<file path="config.mk">
export PLATFORM = sky130hd
export DESIGN_NAME = rf_write_port_arbiter_flat
export DESIGN_NICKNAME = d
export VERILOG_FILES = /design/src/rtl/rf_write_port_arbiter_pkg.sv /design/src/rtl/rf_write_port_arbiter_if.sv /design/src/rtl/rf_scoreboard.sv /design/src/rtl/rf_write_port_arbiter.sv /design/src/flat_wrapper.sv
export SDC_FILE = /design/constraint.sdc
export NUM_CORES = 1
export LEC_CHECK = 0
export BUFFER_PORTS_ARGS = -buffer_cell sky130_fd_sc_hd__buf_2
export CAP_MARGIN = 5
export CORE_ASPECT_RATIO = 1.75
export CORE_MARGIN = 8
export CORE_UTILIZATION = 56
export CTS_BUF_LIST = sky130_fd_sc_hd__clkbuf_8
export DETAILED_ROUTE_END_ITERATION = 12
export PLACE_DENSITY_LB_ADDON = 0.08
export RECOVER_POWER = 50
export SYNTH_ARGS = -nofsm -noshare
export SYNTH_HDL_FRONTEND = slang
export SYNTH_SLANG_ARGS = --single-unit
</file>
<file path="constraint.sdc">
create_clock -name arb_clk -period 3 [get_ports arb_clk]
set_input_delay 0.3 -clock arb_clk [delete_from_list [all_inputs] [get_ports arb_clk]]
set_output_delay 0.3 -clock arb_clk [all_outputs]
set_load 0.05 [all_outputs]
</file>
<file path="src/rtl/rf_write_port_arbiter_pkg.sv">
// Shared types for the register-file write-port arbiter.
// FSM state encodings and the hard-wired-zero register index.
package rf_write_port_arbiter_pkg;

  typedef enum logic {
    ARB_NORMAL = 1'b0,
    ARB_FORCE  = 1'b1
  } arb_state_t;

  localparam int REG_X0 = 0;

endpackage

</file>
<file path="src/rtl/rf_write_port_arbiter_if.sv">
// Writeback / LLU / decode / register-file bundle for the write-port arbiter.
// The slave side is the arbiter; the master side drives requests.
interface rf_write_port_arbiter_if #(
  parameter int DWIDTH = 32,
  parameter int AWIDTH = 5
);
  logic              arb_i_wb_valid;
  logic [AWIDTH-1:0] arb_i_wb_rd_addr;
  logic [DWIDTH-1:0] arb_i_wb_rd_data;
  logic              arb_o_wb_ready;
  logic              arb_i_llu_valid;
  logic [AWIDTH-1:0] arb_i_llu_rd_addr;
  logic [DWIDTH-1:0] arb_i_llu_rd_data;
  logic              arb_o_llu_ready;
  logic              arb_i_llu_issue;
  logic [AWIDTH-1:0] arb_i_issue_rd;
  logic [AWIDTH-1:0] arb_i_rs1_addr;
  logic [AWIDTH-1:0] arb_i_rs2_addr;
  logic [AWIDTH-1:0] arb_i_rd_addr;
  logic              arb_o_hazard;
  logic              arb_o_rf_we;
  logic [AWIDTH-1:0] arb_o_rf_addr;
  logic [DWIDTH-1:0] arb_o_rf_data;

  modport slave (
    input  arb_i_wb_valid, arb_i_wb_rd_addr, arb_i_wb_rd_data,
    output arb_o_wb_ready,
    input  arb_i_llu_valid, arb_i_llu_rd_addr, arb_i_llu_rd_data,
    output arb_o_llu_ready,
    input  arb_i_llu_issue, arb_i_issue_rd,
    input  arb_i_rs1_addr, arb_i_rs2_addr, arb_i_rd_addr,
    output arb_o_hazard,
    output arb_o_rf_we, arb_o_rf_addr, arb_o_rf_data
  );

  modport master (
    output arb_i_wb_valid, arb_i_wb_rd_addr, arb_i_wb_rd_data,
    input  arb_o_wb_ready,
    output arb_i_llu_valid, arb_i_llu_rd_addr, arb_i_llu_rd_data,
    input  arb_o_llu_ready,
    output arb_i_llu_issue, arb_i_issue_rd,
    output arb_i_rs1_addr, arb_i_rs2_addr, arb_i_rd_addr,
    input  arb_o_hazard,
    input  arb_o_rf_we, arb_o_rf_addr, arb_o_rf_data
  );
endinterface

</file>
<file path="src/rtl/rf_scoreboard.sv">
// Busy-bit scoreboard for LLU destinations; reports decode hazards.
// Hazard reads the registered busy vector, so a same-cycle clear is not bypassed.
module rf_scoreboard
  import rf_write_port_arbiter_pkg::*;
#(
  parameter int AWIDTH = 5
) (
  input  logic              clk,
  input  logic              rst,
  input  logic              set_en,
  input  logic [AWIDTH-1:0] set_addr,
  input  logic              clr_en,
  input  logic [AWIDTH-1:0] clr_addr,
  input  logic [AWIDTH-1:0] rs1,
  input  logic [AWIDTH-1:0] rs2,
  input  logic [AWIDTH-1:0] rd,
  output logic              hazard
);
  localparam int NREG = 2**AWIDTH;

  logic [NREG-1:0] busy;
  logic [NREG-1:0] busy_n;

  always_comb begin
    busy_n = busy;
    if (clr_en) busy_n[clr_addr] = 1'b0;
    // set after clear so a re-issue to the same rd wins
    if (set_en) busy_n[set_addr] = 1'b1;
    busy_n[REG_X0] = 1'b0;
  end

  always_ff @(posedge clk or posedge rst) begin
    if (rst) busy <= '0;
    else     busy <= busy_n;
  end

  assign hazard = busy[rs1] | busy[rs2] | busy[rd];

endmodule

</file>
<file path="src/rtl/rf_write_port_arbiter.sv">
// Shares the register-file write port between WB and the long-latency unit.
// WB has priority; an aging counter forces an LLU grant so it never starves.
module rf_write_port_arbiter
  import rf_write_port_arbiter_pkg::*;
#(
  parameter int DWIDTH    = 32,
  parameter int AWIDTH    = 5,
  parameter int MAX_WAIT  = 4,
  parameter int CNT_WIDTH = 3
) (
  input logic                arb_clk,
  input logic                arb_rst,
  rf_write_port_arbiter_if.slave bus
);
  localparam logic [CNT_WIDTH-1:0] WAIT_LIM = CNT_WIDTH'(MAX_WAIT - 1);
  localparam logic [AWIDTH-1:0]    X0       = AWIDTH'(REG_X0);

  arb_state_t           state, state_n;
  logic [CNT_WIDTH-1:0] wait_cnt, wait_cnt_n;

  logic wb_wr, llu_wr;
  logic wb_ready, llu_ready;
  logic llu_acc, wb_gnt, llu_gnt;

  assign wb_wr  = bus.arb_i_wb_valid  && (bus.arb_i_wb_rd_addr  != X0);
  assign llu_wr = bus.arb_i_llu_valid && (bus.arb_i_llu_rd_addr != X0);

  always_comb begin
    wb_ready   = 1'b1;
    llu_ready  = 1'b0;
    state_n    = state;
    wait_cnt_n = wait_cnt;
    unique case (state)
      ARB_NORMAL: begin
        llu_ready = bus.arb_i_llu_valid && !(llu_wr && wb_wr);
        if (bus.arb_i_llu_valid && !llu_ready && wait_cnt >= WAIT_LIM)
          state_n = ARB_FORCE;
      end
      ARB_FORCE: begin
        llu_ready = bus.arb_i_llu_valid;
        wb_ready  = !(wb_wr && llu_wr);
        state_n   = ARB_NORMAL;
      end
      default: state_n = ARB_NORMAL;
    endcase
    if (bus.arb_i_llu_valid && llu_ready)
      wait_cnt_n = '0;
    else if (bus.arb_i_llu_valid && !llu_ready && wait_cnt != '1)
      wait_cnt_n = wait_cnt + 1'b1;
  end

  assign llu_acc = bus.arb_i_llu_valid && llu_ready;
  assign wb_gnt  = wb_wr && wb_ready;
  assign llu_gnt = llu_wr && llu_ready;

  always_ff @(posedge arb_clk or posedge arb_rst) begin
    if (arb_rst) begin
      state    <= ARB_NORMAL;
      wait_cnt <= '0;
    end else begin
      state    <= state_n;
      wait_cnt <= wait_cnt_n;
    end
  end

  always_ff @(posedge arb_clk or posedge arb_rst) begin
    if (arb_rst) begin
      bus.arb_o_rf_we   <= 1'b0;
      bus.arb_o_rf_addr <= '0;
      bus.arb_o_rf_data <= '0;
    end else if (wb_gnt) begin
      bus.arb_o_rf_we   <= 1'b1;
      bus.arb_o_rf_addr <= bus.arb_i_wb_rd_addr;
      bus.arb_o_rf_data <= bus.arb_i_wb_rd_data;
    end else if (llu_gnt) begin
      bus.arb_o_rf_we   <= 1'b1;
      bus.arb_o_rf_addr <= bus.arb_i_llu_rd_addr;
      bus.arb_o_rf_data <= bus.arb_i_llu_rd_data;
    end else begin
      bus.arb_o_rf_we   <= 1'b0;
    end
  end

  assign bus.arb_o_wb_ready  = wb_ready;
  assign bus.arb_o_llu_ready = llu_ready;

  rf_scoreboard #(
    .AWIDTH (AWIDTH)
  ) u_sb (
    .clk      (arb_clk),
    .rst      (arb_rst),
    .set_en   (bus.arb_i_llu_issue),
    .set_addr (bus.arb_i_issue_rd),
    .clr_en   (llu_acc),
    .clr_addr (bus.arb_i_llu_rd_addr),
    .rs1      (bus.arb_i_rs1_addr),
    .rs2      (bus.arb_i_rs2_addr),
    .rd       (bus.arb_i_rd_addr),
    .hazard   (bus.arb_o_hazard)
  );

  unused_chk: assert property (@(posedge arb_clk) disable iff (arb_rst)
    !(wb_gnt && llu_gnt));

endmodule
</file>
<file path="src/flat_wrapper.sv">
// flat-port wrapper written by rule: the top's interface ports become plain ports
module rf_write_port_arbiter_flat import rf_write_port_arbiter_pkg::*;
#(
  parameter int DWIDTH    = 32,
  parameter int AWIDTH    = 5,
  parameter int MAX_WAIT  = 4,
  parameter int CNT_WIDTH = 3
)
  (arb_clk, arb_rst, bus_arb_i_wb_valid, bus_arb_i_wb_rd_addr, bus_arb_i_wb_rd_data, bus_arb_o_wb_ready, bus_arb_i_llu_valid, bus_arb_i_llu_rd_addr, bus_arb_i_llu_rd_data, bus_arb_o_llu_ready, bus_arb_i_llu_issue, bus_arb_i_issue_rd, bus_arb_i_rs1_addr, bus_arb_i_rs2_addr, bus_arb_i_rd_addr, bus_arb_o_hazard, bus_arb_o_rf_we, bus_arb_o_rf_addr, bus_arb_o_rf_data);
  rf_write_port_arbiter_if #(.DWIDTH(DWIDTH), .AWIDTH(AWIDTH)) bus_i ();
  input logic arb_clk;
  input logic arb_rst;
  input wire logic [$bits(bus_i.arb_i_wb_valid)-1:0] bus_arb_i_wb_valid;
  input wire logic [$bits(bus_i.arb_i_wb_rd_addr)-1:0] bus_arb_i_wb_rd_addr;
  input wire logic [$bits(bus_i.arb_i_wb_rd_data)-1:0] bus_arb_i_wb_rd_data;
  output wire logic [$bits(bus_i.arb_o_wb_ready)-1:0] bus_arb_o_wb_ready;
  input wire logic [$bits(bus_i.arb_i_llu_valid)-1:0] bus_arb_i_llu_valid;
  input wire logic [$bits(bus_i.arb_i_llu_rd_addr)-1:0] bus_arb_i_llu_rd_addr;
  input wire logic [$bits(bus_i.arb_i_llu_rd_data)-1:0] bus_arb_i_llu_rd_data;
  output wire logic [$bits(bus_i.arb_o_llu_ready)-1:0] bus_arb_o_llu_ready;
  input wire logic [$bits(bus_i.arb_i_llu_issue)-1:0] bus_arb_i_llu_issue;
  input wire logic [$bits(bus_i.arb_i_issue_rd)-1:0] bus_arb_i_issue_rd;
  input wire logic [$bits(bus_i.arb_i_rs1_addr)-1:0] bus_arb_i_rs1_addr;
  input wire logic [$bits(bus_i.arb_i_rs2_addr)-1:0] bus_arb_i_rs2_addr;
  input wire logic [$bits(bus_i.arb_i_rd_addr)-1:0] bus_arb_i_rd_addr;
  output wire logic [$bits(bus_i.arb_o_hazard)-1:0] bus_arb_o_hazard;
  output wire logic [$bits(bus_i.arb_o_rf_we)-1:0] bus_arb_o_rf_we;
  output wire logic [$bits(bus_i.arb_o_rf_addr)-1:0] bus_arb_o_rf_addr;
  output wire logic [$bits(bus_i.arb_o_rf_data)-1:0] bus_arb_o_rf_data;
  assign bus_i.arb_i_wb_valid = bus_arb_i_wb_valid;
  assign bus_i.arb_i_wb_rd_addr = bus_arb_i_wb_rd_addr;
  assign bus_i.arb_i_wb_rd_data = bus_arb_i_wb_rd_data;
  assign bus_arb_o_wb_ready = bus_i.arb_o_wb_ready;
  assign bus_i.arb_i_llu_valid = bus_arb_i_llu_valid;
  assign bus_i.arb_i_llu_rd_addr = bus_arb_i_llu_rd_addr;
  assign bus_i.arb_i_llu_rd_data = bus_arb_i_llu_rd_data;
  assign bus_arb_o_llu_ready = bus_i.arb_o_llu_ready;
  assign bus_i.arb_i_llu_issue = bus_arb_i_llu_issue;
  assign bus_i.arb_i_issue_rd = bus_arb_i_issue_rd;
  assign bus_i.arb_i_rs1_addr = bus_arb_i_rs1_addr;
  assign bus_i.arb_i_rs2_addr = bus_arb_i_rs2_addr;
  assign bus_i.arb_i_rd_addr = bus_arb_i_rd_addr;
  assign bus_arb_o_hazard = bus_i.arb_o_hazard;
  assign bus_arb_o_rf_we = bus_i.arb_o_rf_we;
  assign bus_arb_o_rf_addr = bus_i.arb_o_rf_addr;
  assign bus_arb_o_rf_data = bus_i.arb_o_rf_data;
  rf_write_port_arbiter #(.DWIDTH(DWIDTH), .AWIDTH(AWIDTH), .MAX_WAIT(MAX_WAIT), .CNT_WIDTH(CNT_WIDTH)) u_core (.arb_clk(arb_clk), .arb_rst(arb_rst), .bus(bus_i));
endmodule
</file>
### Yosys cells after proc, flatten, opt, wreduce, memory -nomap -nowiden

Cells that the tools add are included.
Widths: inputs -> output; s select.

* output and inout port bits: 41
* flip-flop bits (word level): 73
* logic and storage cells: 66

* muxes and demuxes: 24
* add/sub/neg operators: 1
* bitwise gates (word level): 6
* reduce and logical (&&, ||, !) cells: 20
* $lt $le $gt $ge: 8
* equal/unequal tests: 1

Operator list (number)
* $mux 32: 4
* $and 32x32->32: 1
* $not 32->32: 1
* $or 32x32->32: 1
* $lt 5x6->1 const B: 5
* $bmux 1 s5: 3
* $logic_and 1x1->1: 13
* $demux 1 s5: 2
* $ge 5x1->1 const B: 2
* $mux 5: 2
* $reduce_bool 5->1: 2
* $mux 1: 9
* $mux 3: 2
* $pmux 1 s2: 2
* $reduce_bool 2->1: 2
* $add 3x1->3 const B: 1
* $ge 3x2->1 const B: 1
* $logic_not 1->1: 3
* $ne 3x3->1 const B: 1
* $or 1x1->1: 2
* $not 1->1: 1

### Longest topological paths before layout

Gate-level depths: netlist (run 1).

* word-level depth: 11
* gate-level depth with buffers: 8
* mapped depth without buffers: 6

### Hierarchy

From an unflattened synthesis (run 1), not the netlist that was laid out.

* cells, all modules: 371
* area, all modules: 4117.7 um^2

Modules (own cells, without submodules)
* rf_scoreboard: times used 1, cells each 209, area an instance 2155.8 um^2
* rf_write_port_arbiter: times used 1, cells each 162, area an instance 1961.9 um^2

### Worst setup path before layout (run 1)

Ideal clock, no wire load.

* kind: input to output
* start point: input port bus_arb_i_rs2_addr[1]
* end point: output port bus_arb_o_hazard
* arrival time: 2.154 ns
* data required time: 2.700 ns
* cell stages on the path: 6
* slack: 0.546 ns
* cell sequence: buf_2 > mux4_2 > nand2b_1 > and3_1 > a2111oi_4 > nand4_1

* cells in the longest elaborated chain, start to end: 4

RTL lines
* start, declared: RTL line flat_wrapper.sv:24 `input wire logic [$bits(bus_i.arb_i_rs2_addr)-1:0] bus_arb_i_rs2_addr;`
* $bmux 1 s5: RTL line rf_scoreboard.sv:37 `assign hazard = busy[rs1] | busy[rs2] | busy[rd];`
* $mux 1 (not written as such): RTL line rf_scoreboard.sv:37
* $or 1x1->1 (2 in series): RTL line rf_scoreboard.sv:37
* end, declared: RTL line flat_wrapper.sv:26 `output wire logic [$bits(bus_i.arb_o_hazard)-1:0] bus_arb_o_hazard;`

Every way passes these cells. The select of a mux whose other input is x is not followed.

### Final worst setup path (run 1)

* start point: register u_core.u_sb.busy[17]
* end point: output port bus_arb_o_hazard

* cells in the longest elaborated chain, start to end: 4
* elaborated cells between the ends (all ways): 8

RTL lines
* start, declared: RTL line rf_scoreboard.sv:21 `logic [NREG-1:0] busy;`
* start signal, assigned: RTL line rf_scoreboard.sv:34 `else busy <= busy_n;`
* $bmux 1 s5: RTL line rf_scoreboard.sv:37
* $mux 1 (not written as such): RTL line rf_scoreboard.sv:37
* $or 1x1->1: RTL line rf_scoreboard.sv:37
* $or 1x1->1 (*): RTL line rf_scoreboard.sv:37

Mark *: on every way between the ends. The rest lies on a longest branch, timed or not. The select of a mux whose other input is x is not followed.

==> results by group, run 1 <==
Outcome
  – Status: completed

Pwr
  – Leakage: 2.24 nW
  – Pwr Total: roughly 2.8 mW
  – PD cells: 579 mW/mm^2
  – Maximum vdd drop: 0.332 mV

Final layout
  – Share of layout cells above drive strength 1: 0.277
  – Layout fillers: about 610
  – Commonest non-fill, non-tap cell in the layout: buf_2
  – Final net count: 629
  – Most frequent cells in the layout: buf_2 (101), nand2_1 (81), dfrtp_1 (73), o21ai_0 (57), clkbuf_1 (39)
  – Layout area overhead: 20.6%
  – Non-filler instance count after layout: about 620
  – FF+latch area: 0.00183 sq mm
  – Multi-input logic area: between 0.002 and 0.0025 sq mm
  – Fin util: 0.684
  – Final instance area: 0.00488 sq mm
  – Antenna cells: 0

Clock tree
  – Root buffer cell: clkbuf_8
  – Hold Buf Count CTS: 1
  – CTS tree: done
  – Insertion delay to the later sink of the worst-skew pair: 350 ps
  – Post-CTS sizing: 0
  – TritonCTS Sinks: 73
  – Cts bufs inserted: 9
  – Reg clk slew, reported paths: approximately 70 ps
  – CTS Buffer Depth: 2
  – H-tree Lvls: 3
  – Post-CTS Setup Bufs: 0

Setup path
  – R2R setup slack: 1230 ps
  – Req. time, crit path: roughly 2700 ps
  – Critical Path Fanout Max: 4
  – Arr. time, crit path: 2390 ps
  – Kind of cell adding the most delay to the critical path: multiplexers
  – Max stage delay on crit path: around 500 ps
  – Worst reg2reg startpoint: u_core.state
  – Critical Path Sink Type: output port
  – R2R depth: 3
  – Buffers & Inverters on Critical Path: 1
  – Crit path kind: reg2out
  – Crit path depth: 6
  – R2r endpoint: u_core.u_sb.busy[4]
  – Worst path slowest cell: mux4_1
  – Cell Chain, Critical Path: mux4_1, mux2_2, and3_4, a2111oi_4, nand4_1, buf_2
  – Crit start category: flip-flop

Routing
  – Final ANT Viol Nets: 0
  – Post-DR vias/cell: 6.12
  – Via count: 3,767
  – Final WL: 12,300 microns
  – 1st-pass router iterations: 5
  – Starting DRT DRC Count: 262
  – Remaining DRCs: 0
  – Avg WL per Cell: 19.9 microns

Floorplan
  – Initial Util: 0.567
  – Die H: around 130 microns
  – Die width: approximately 80 microns
  – # IOs: 140
  – Core Footprint: 0.00713 sq mm
  – Rows: 41
  – Die area: around 0.010 sq mm

Place
  – Final RePlAce weighted congestion: 0.998
  – Dpl ws: roughly 440 ps
  – DP Wirelength: 9810 microns
  – DP Area: 0.00476 sq mm
  – Placed cell count: about 600
  – Port-buffer cells: 139

Worst hold path
  – Hold Startpoint: bus_arb_i_llu_rd_data[8]
  – Hold endpoint: u_core.bus.arb_o_rf_data[8]
  – Hold Path Class: in2reg
  – Hold path depth: 3

Synthesis
  – Top-area cell type share of the netlist area: 0.452
  – Yosys top cell by area: dfrtp_1
  – Syn avg cell area: between 10 and 15 sq um
  – Yosys warnings: 0
  – Post-synthesis sequential area ratio: 0.452
  – Yosys reg bits: 73
  – Synth Cell Area: 0.00405 sq mm
  – Number of synthesized flops with an enable pin: 0
  – Synth top area cells: dfrtp_1 (45%), mux4_2 (10%), nand2_1 (7.5%)
  – Unique masters post-synth: 53
  – Synth async-reset ratio: 1.00
  – Net Count, Synth: 494
  – Most used DFF post-synth: dfrtp_1
  – Mapped Cells: 392

Global routing
  – First-pass GRT wire length: around 20,000 microns
  – Initial antenna violation count: 0
  – Global route overflow: 0
  – Largest net degree at the start of global routing: 39
  – GRT Util Overall: 0.252
  – Vias in the first global route: a little over 4,000

Timing
  – Setup ws final: approximately 310 ps
  – Clock Skews: between 5 and 6 ps
  – Max Fclk: approximately 370 MHz
  – Crit share post-route: 0.896
  – Fin. Hold Viols: 0
  – Final setup TNS: 0 ps
  – RSZ-0062 raised after global routing: no
  – Least-Margin Pin Slew: 1330 ps
  – Final setup fails: 0
  – Slew margin rel.: 0.113
  – Hold Slack: roughly 140 ps
  – Final min period: 2690 ps
  – Slew Limit Fails: 0

Flow run
  – Max-Cap Viols: 0
[power by group]
part           internal [mW]  total (mW)  switching (mW)
Combinational          0.331       0.863           0.531
Clock                  0.327       0.662           0.335
Sequential              1.15        1.30           0.155
Total                   1.81        2.83            1.02
[Yosys cell counts (all sizes together), types with 4 or more instances]
| cell type | count |
|---|---|
| mux4 | 19 |
| a22oi | 37 |
| nand3 | 4 |
| inv | 9 |
| buf | 16 |
| or3b | 4 |
| clkbuf | 5 |
| mux2i | 12 |
| or3 | 4 |
| nand2 | 81 |
| dfrtp | 73 |
| nor2 | 8 |
| nand3b | 10 |
| o21ai | 64 |
[cell families (layout without fill, tap and decap cells)]
| kind of cell | after synthesis | count (layout) | share of synthesized area |
|---|---|---|---|
| fa+ha+maj | 3 | 3 | 0.00928 |
| buf+inv | 30 | 168 | 0.0396 |
| simple gates | 128 | 128 | 0.152 |
| mux | 34 | 34 | 0.145 |
| compound gates | 124 | 124 | 0.203 |
| flops | 73 | 73 | 0.452 |
[worst max path at each step]
stage	from	endpoint
floorplan	bus_arb_i_rs2_addr[1]	bus_arb_o_hazard
global placement	bus_arb_i_rd_addr[0]	bus_arb_o_hazard
detailed placement	bus_arb_i_rd_addr[0]	bus_arb_o_hazard
CTS	u_core.u_sb.busy[17]	bus_arb_o_hazard
global route	u_core.u_sb.busy[17]	bus_arb_o_hazard
finish	u_core.u_sb.busy[17]	bus_arb_o_hazard
[registers in the layout, indices dropped and copies added (netlist names)]
register                  count
u_core.state                  1
u_core.u_sb.busy             31
u_core.bus.arb_o_rf_we        1
u_core.bus.arb_o_rf_data     32
u_core.wait_cnt               3
u_core.bus.arb_o_rf_addr      5
[layer usage]
metal | track usage | up-vias | share of wire
met5 | 0 | - | 0
met4 | 0.157 | 0 | 0.051
met3 | 0.0622 | 50 | 0.065
met2 | 0.450 | 180 | 0.54
met1 | 0.249 | 1805 | 0.34
li1 | - | 1732 | -
[layout make-up]
type	instances	share of cell area
Clock buffer	11	0.0310
Multi-Input combinational cell	289	0.422
Sequential cell	73	0.374
Clock inverter	3	0.00231
Inverter	9	0.00692
Timing Repair Buffer	145	0.141
Tap cell	86	0.0221
[worst min-delay path: cells and delay by family]
family                 cells  cell delay, ps
and+or+nand+nor            2              90
buffers and inverters      1              70
Note: power is estimated with default switching activity, not from simulation.
==> inputs of run 2 (changes only) <==
--- a/config.mk
+++ b/config.mk
@@ -5,15 +5,17 @@
 export SDC_FILE = /design/constraint.sdc
 export NUM_CORES = 1
 export LEC_CHECK = 0
+export ABC_AREA = 1
 export BUFFER_PORTS_ARGS = -buffer_cell sky130_fd_sc_hd__buf_2
 export CAP_MARGIN = 5
 export CORE_ASPECT_RATIO = 1.75
 export CORE_MARGIN = 8
-export CORE_UTILIZATION = 56
+export CORE_UTILIZATION = 57
 export CTS_BUF_LIST = sky130_fd_sc_hd__clkbuf_8
 export DETAILED_ROUTE_END_ITERATION = 12
 export PLACE_DENSITY_LB_ADDON = 0.08
 export RECOVER_POWER = 50
 export SYNTH_ARGS = -nofsm -noshare
 export SYNTH_HDL_FRONTEND = slang
+export SYNTH_HIERARCHICAL = 1
 export SYNTH_SLANG_ARGS = --single-unit
==> run 2 against run 1 <==
- the flow now finishes with violations (capacitance limit, slew limit)
- sequential share of layout area shrank 2.1 points
- synthesized cell count up 57%
- final area grew 6.0%
- highest routed layer unchanged
- global-route usage up 4.4 points
- largest power group unchanged
- largest cell class unchanged
==> results by group, run 2 <==
Global routing
  – Global route overflow: 0 (unchanged)
  – Initial antenna violation count: 2 (+2)
  – First-pass GRT wire length: 24,600 microns (+23%)
  – Vias in the first global route: 4,967 (+20%)
  – Largest net degree at the start of global routing: 43 (+10%)
  – GRT Util Overall: 0.296 (+0.0436)

Synthesis
  – Number of synthesized flops with an enable pin: 0 (unchanged)
  – Most frequent cell after synthesis: nand2_1
  – Yosys reg bits: 73 (unchanged)
  – Mapped Cells: 615 (+57%)
  – Most used DFF post-synth: dfrtp_1
  – Unique masters post-synth: 20 (-62%)
  – Synth Cell Area: 0.00435 sq mm (+7.5%)
  – Net Count, Synth: 717 (+45%)
  – Synth async-reset ratio: 1.00 (unchanged)
  – Syn avg cell area: 7.07 sq um (-31%)
  – Yosys top cell by area: dfrtp_1
  – Yosys warnings: 6 (+6)
  – Post-synthesis sequential area ratio: 0.420 (-0.0314)
  – Top-area cell type share of the netlist area: 0.420 (-0.0314)
  – Synth top area cells: dfrtp_1 (42%), nand3_1 (20%), nand2_1 (16%)
  – Synth cell count leaders: nand2_1 (190), nand3_1 (177), dfrtp_1 (73)

Routing
  – Starting DRT DRC Count: 365 (+39%)
  – Via count: 4,911 (+30%)
  – Post-DR vias/cell: 5.86 (-4.2%)
  – 1st-pass router iterations: 7 (+2)
  – Remaining DRCs: 0 (unchanged)
  – Avg WL per Cell: 18.4 microns (-7.4%)
  – Final WL: 15,500 microns (+26%)
  – Final ANT Viol Nets: 0 (unchanged)

Floorplan
  – Die area: 0.0108 sq mm (+4.7%)
  – Die width: 82.0 microns (+2.2%)
  – Die H: 132 microns (+2.4%)
  – Rows: 42 (+2.4%)
  – Initial Util: 0.583 (+0.0154)
  – # IOs: 140 (unchanged)
  – Core Footprint: 0.00746 sq mm (+4.6%)

Pwr
  – PD cells: 590 mW/mm^2 (+1.9%)
  – Pwr Total: 3.05 mW (+8.0%)
  – Leakage: 2.69 nW (+20%)
  – Maximum vdd drop: 0.414 mV (+25%)

Timing
  – Slew Limit Fails: 39 (+39)
  – Max Fclk: 469 MHz (+26%)
  – Final min period: 2130 ps (-559 ps)
  – RSZ-0062 raised after global routing: no
  – Setup ws final: 870 ps (+559 ps)
  – Final setup TNS: 0 ps (unchanged)
  – Fin. Hold Viols: 0 (unchanged)
  – Clock Skews: 6.53 ps (+1.33 ps)
  – Slew margin rel.: -0.138 (-0.252)
  – Crit share post-route: 0.710 (-0.186)
  – Least-Margin Pin Slew: 1710 ps (+378 ps)
  – Final setup fails: 0 (unchanged)

Setup path
  – Arr. time, crit path: 2410 ps (+20 ps)
  – Critical Path Sink Type: flip-flop
  – Req. time, crit path: 3280 ps (+580 ps)
  – Crit start category: input port
  – Worst path slowest cell: clkbuf_1
  – Max stage delay on crit path: 1220 ps (+720 ps)
  – Crit path kind: in2reg
  – Cell Chain, Critical Path: buf_2, nor2_1, nand3_1, nand2_2, nand2_2, clkbuf_1, nand3_1, nand3_1
  – Cell mode on critical path: nand3_1
  – Critical Path Fanout Max: 38 (+34)

Final layout
  – Fin util: 0.693 (+0.00900)
  – Layout fillers: 672 (+9.8%)
  – Max reg flops: 32 (unchanged)
  – Share of layout cells above drive strength 1: 0.201 (-0.0768)
  – Commonest non-fill, non-tap cell in the layout: nand2_1
  – Most frequent cells in the layout: nand2_1 (190), nand3_1 (177), buf_2 (120), dfrtp_1 (73), o21ai_0 (62)
  – Layout area overhead: 19.0%
  – Largest registers: u_core/bus.arb_o_rf_data: 32 flops, u_core/u_sb/busy: 31 flops, u_core/bus.arb_o_rf_addr: 5 flops
  – Most flops, register: u_core/bus.arb_o_rf_data
  – Final net count: 845 (+34%)

Clock tree
  – CTS tree: done
  – Insertion delay to the later sink of the worst-skew pair: 350 ps (about the same)
  – TritonCTS Sinks: 73 (unchanged)
  – CTS Buffer Depth: 2 (unchanged)
  – Cts bufs inserted: 9 (unchanged)
  – Root buffer cell: clkbuf_8
  – H-tree Lvls: 3 (unchanged)
  – Post-CTS sizing: 0 (unchanged)
  – Reg clk slew, reported paths: 80 ps (about the same)

Place
  – Port-buffer cells: 139 (unchanged)
  – DP Wirelength: 12,000 microns (+22%)
  – Final RePlAce weighted congestion: 1.05 (+5.2%)
  – Dpl ws: 867 ps (+425 ps)

Outcome
  – Failing checks: capacitance limit, slew limit
  – Status: finished with violations

Worst hold path
  – Hold Path Class: in2reg

Flow run
  – Max-Cap Viols: 1 (+1)
-- run 2: routing by layer --
layer  share of wire  wire length (microns)  track usage
met1            0.33                   5040        0.291
met5               0                      0            0
met3           0.069                   1070       0.0724
met4           0.064                    990        0.201
met2            0.54                   8360        0.512
-- run 2: cells by family (layout without fill, tap and decap cells) --
family          Yosys count  after routing  share of synthesized area
simple gates            389            389                      0.392
flops                    73             73                      0.420
compound gates           68             68                     0.0849
other cells               0              2                          0
buf+inv                  82            215                     0.0944
fa+ha+maj                 3              3                    0.00863
-- run 2: layout make-up --
class / count / area [sq um] / share of cell area
Antenna cell: 2 / 5.00 / 0.000968
Timing Repair Buffer: 143 / 694 / 0.134
Tap cell: 88 / 110 / 0.0213
Multi-Input combinational cell: 460 / 2110 / 0.408
Sequential cell: 73 / 1830 / 0.353
Inverter: 56 / 215 / 0.0416
Clock inverter: 7 / 86.3 / 0.0167
Clock buffer: 9 / 124 / 0.0239
-- run 2: path summary, 6_finish.rpt --
kind | start | end | slack (ps) | cells after the start
setup / recovery | bus_arb_i_llu_rd_addr[3] | u_core/bus.arb_o_rf_data[19] | 870 | 8
hold / removal | bus_arb_i_wb_rd_data[27] | u_core/bus.arb_o_rf_data[27] | 160 | 3
setup reg to reg | u_core/state | u_core/u_sb/busy[29] | 1140 | 7
hold reg to reg | u_core/bus.arb_o_rf_data[27] | u_core/bus.arb_o_rf_data[27] | 490 | 2
max in group asynchronous | arb_rst | u_core/u_sb/busy[31] | 1030 | 4
min in group asynchronous | arb_rst | u_core/u_sb/busy[5] | 400 | 3
-- run 2: stage by stage --
stage / hold slack [ps] / std cells / instance area, sq um
2_1_floorplan: 404 / 615 / 4350
3_3_place_gp: 461 / 818 / 4970
3_5_place_dp: 476 / 818 / 4970
4_1_cts: 73.5 / 834 / 5180
5_1_grt: 160 / 838 / 5170
6_report: 158 / 838 / 5170
-- run 2: where the power goes --
group	total, mW	leakage [nW]	switching, mW	internal, mW
Clock	0.825	0.110	0.365	0.461
Combinational	0.918	1.71	0.652	0.265
Sequential	1.31	0.878	0.162	1.15
Total	3.05	2.69	1.18	1.87
-- run 2: critical path: cells and delay by family --
kind / cells / cell delay (ps)
buf+inv: 2 / 1370
simple gates: 6 / 710
-- run 2: timing repair --
item / CTS / global route
hold endpoints to repair: 0 / 5
setup buffers: 0 / 0
hold buffers: 0 / 1
==> inputs of run 3 (changes only) <==
--- a/config.mk
+++ b/config.mk
@@ -10,7 +10,7 @@
 export CAP_MARGIN = 5
 export CORE_ASPECT_RATIO = 1.75
 export CORE_MARGIN = 8
-export CORE_UTILIZATION = 57
+export CORE_UTILIZATION = 53
 export CTS_BUF_LIST = sky130_fd_sc_hd__clkbuf_8
 export DETAILED_ROUTE_END_ITERATION = 12
 export PLACE_DENSITY_LB_ADDON = 0.08
==> constraint.sdc (replaced) <==
create_clock -name arb_clk -period 2.1 [get_ports arb_clk]
set_input_delay 0.21 -clock arb_clk [delete_from_list [all_inputs] [get_ports arb_clk]]
set_output_delay 0.21 -clock arb_clk [all_outputs]
set_load 0.05 [all_outputs]
==> run 3 against run 2 <==
- the flow now finishes without violations
- sequential share of layout area is 0.063 points lower
- global-route usage fell by 2.2 points
- sequential cell count is the same
- setup slack lost 730 ps
- cell count rose by 0.48%
- clock skew fell by 1.5 ps
- final area is 0.31% higher
- combinational power grew 41%
- clock-buffer cell count up 1
- worst hold slack worse by 85 ps
- critical path depth is 1 higher
- via count shrank 2.4%
- critical endpoint is now bus_arb_o_hazard
- largest power group unchanged
==> results by group, run 3 (synthesis gave the netlist of run 2 again) <==
Outcome
  – Status: completed

Routing
  – Remaining DRCs: 0 (unchanged)
  – Avg WL per Cell: 18.3 microns (-0.64%)
  – Starting DRT DRC Count: 284 (-22%)
  – Via count: 4,794 (-2.4%)
  – Post-DR vias/cell: 5.69 (-2.8%)
  – Final ANT Viol Nets: 0 (unchanged)
  – Final WL: 15,400 microns (-0.16%)
  – 1st-pass router iterations: 6 (-1)

Timing
  – Slew margin rel.: 0.328 (+0.467)
  – Final min period: a little under 2000 ps
  – Slew Limit Fails: 0 (-100%)
  – RSZ-0062 raised after global routing: no
  – Clock Skews: 5.06 ps (-1.47 ps)
  – Least-Margin Pin Slew: 1010 ps (-700 ps)
  – Crit share post-route: 0.936
  – Final setup fails: 0 (unchanged)
  – Max Fclk: a little over 500 MHz
  – Fin. Hold Viols: 0 (unchanged)
  – Final setup TNS: 0 ps (unchanged)

Setup path
  – Worst Setup EP: bus_arb_o_hazard
  – Worst path slowest cell: dfrtp_1
  – Crit start category: flip-flop
  – Arr. time, crit path: 1750 ps (-660 ps)
  – Critical Path Sink Type: output port
  – Cell Chain, Critical Path: inv_1, nand2_1, nand3_1, nand3_1, nand3_1, nand3b_1, nand2_1, nand3_1, buf_2
  – R2r endpoint: u_core/bus.arb_o_rf_data[31]
  – Cell mode on critical path: nand3_1
  – Buffers & Inverters on Critical Path: 2 (unchanged)
  – Crit path kind: reg2out
  – Max stage delay on crit path: 520 ps (-700 ps)
  – Req. time, crit path: 1890 ps (-1390 ps)
  – R2R depth: 4 (-3)
  – R2R setup slack: 450 ps (-690 ps)
  – Worst reg2reg startpoint: u_core/state
  – Kind of cell adding the most delay to the critical path: simple AND/OR/NAND/NOR gates
  – Critical Path Start: u_core/u_sb/busy[13]
  – Crit path depth: 9 (+1)
  – Critical Path Fanout Max: 4 (-89%)

Final layout
  – Antenna cells: 0 (-2)
  – Fin util: 0.652 (-0.0415)
  – Most frequent cells in the layout: nand2_1 (190), nand3_1 (177), buf_2 (120), dfrtp_1 (71), o21ai_0 (62)
  – Share of layout cells above drive strength 1: 0.209 (+0.00824)
  – Most flops, register: u_core/bus.arb_o_rf_data
  – Max reg flops: 32 (unchanged)
  – Largest registers: u_core/bus.arb_o_rf_data: 32 flops, u_core/u_sb/busy: 31 flops, u_core/bus.arb_o_rf_addr: 5 flops
  – Final net count: 849 (+0.47%)
  – Commonest non-fill, non-tap cell in the layout: nand2_1
  – Layout area overhead: 19.3%

Global routing
  – First-pass GRT wire length: 24,300 microns (-1.4%)
  – Vias in the first global route: 4,769 (-4.0%)
  – Initial antenna violation count: 0 (-2)
  – Largest net degree at the start of global routing: 43 (unchanged)
  – GRT Util Overall: 0.273 (-0.0222)
  – Global route overflow: 0 (unchanged)

Clock tree
  – CTS Buffer Depth: 2 (unchanged)
  – Reg clk slew, reported paths: 80 ps (about the same)
  – TritonCTS Sinks: 73 (unchanged)
  – H-tree Lvls: 3 (unchanged)
  – Root buffer cell: clkbuf_8
  – Insertion delay to the later sink of the worst-skew pair: 350 ps (about the same)
  – Cts bufs inserted: 9 (unchanged)
  – CTS tree: done

Flow run
  – Max-Cap Viols: 0 (-1)

Pwr
  – PD cells: 815 mW/mm^2 (+38%)
  – Leakage: 2.70 nW (+0.12%)
  – Maximum vdd drop: 0.576 mV (+39%)

Floorplan
  – Core Footprint: 0.00796 sq mm (+6.7%)
  – Rows: 43 (+2.4%)
  – Die width: 84.5 microns (+3.0%)
  – Die H: 136 microns (+3.3%)
  – Initial Util: 0.546 (-0.0366)
  – # IOs: 140 (unchanged)
  – Die area: 0.0115 sq mm (+6.3%)

Place
  – Port-buffer cells: 139 (unchanged)
  – DP Wirelength: 12,100 microns (+1.2%)
  – Final RePlAce weighted congestion: 0.987 (-5.9%)

Worst hold path
  – Hold Path Class: in2reg
run 3: worst min path at each step:
| stage | slack [ps] | endpoint | cells past startpoint | from |
|---|---|---|---|---|
| floorplan | 310 | u_core/u_sb/busy[10] | 1 | arb_rst |
| global placement | 300 | u_core/u_sb/busy[28] | 3 | arb_rst |
| detailed placement | 310 | u_core/u_sb/busy[28] | 3 | arb_rst |
| CTS | 60 | u_core/bus.arb_o_rf_data[16] | 3 | bus_arb_i_wb_rd_data[16] |
| global route | 70 | u_core/bus.arb_o_rf_data[17] | 3 | bus_arb_i_wb_rd_data[17] |
| finish | 70 | u_core/bus.arb_o_rf_data[15] | 3 | bus_arb_i_wb_rd_data[15] |
run 3: what timing repair did:
item / in CTS / in global routing
hold buffers: 1 / 0
setup endpoints to repair: 0 / 1
hold endpoints to repair: 41 / 0
gates resized for setup: 0 / 2
setup buffers: 0 / 0
run 3: tightest hold or removal path, stage by stage:
cell	delay, ps
buf_2	70
nand2_1	40
nand3_1	70
run 3: layout make-up:
type | instances | area (sq um)
fillers | 764 | 2770
multi-input cells | 460 | 2110
flip-flops and latches | 73 | 1830
repair buffers | 147 | 738
inverters | 56 | 215
clock buffers | 10 | 138
well taps | 90 | 113
clock inverters | 6 | 45.0
run 3: routing by layer:
metal / routed length (microns) / part of all wire / vias up / track usage
li1: - / - / 2298 / -
met1: 5360 / 0.35 / 2243 / 0.271
met2: 8030 / 0.52 / 209 / 0.485
met3: 1030 / 0.067 / 44 / 0.0707
met4: 1010 / 0.066 / 0 / 0.196
met5: 0 / 0 / - / 0
run 3: metrics by stage:
step | hold WS (ps) | setup WS [ps] | cell area (sq um) | total power [mW] | instances
6_report | 72.6 | 135 | 5190 | 4.23 | 842
2_1_floorplan | 314 | 614 | 4350 | 2.75 | 615
5_1_grt | 68.2 | 36.2 | 5190 | 4.46 | 842
4_1_cts | 64.1 | 99.8 | 5220 | 4.24 | 842
3_5_place_dp | 312 | 190 | 5030 | 3.26 | 825
3_3_place_gp | 303 | 297 | 5030 | 3.22 | 825
run 3: power breakdown:
part           internal (mW)  switching (mW)  leakage, nW
registers               1.64           0.318        0.875
logic                  0.386           0.900         1.73
clock network          0.462           0.522       0.0899
total                   2.49            1.74         2.70
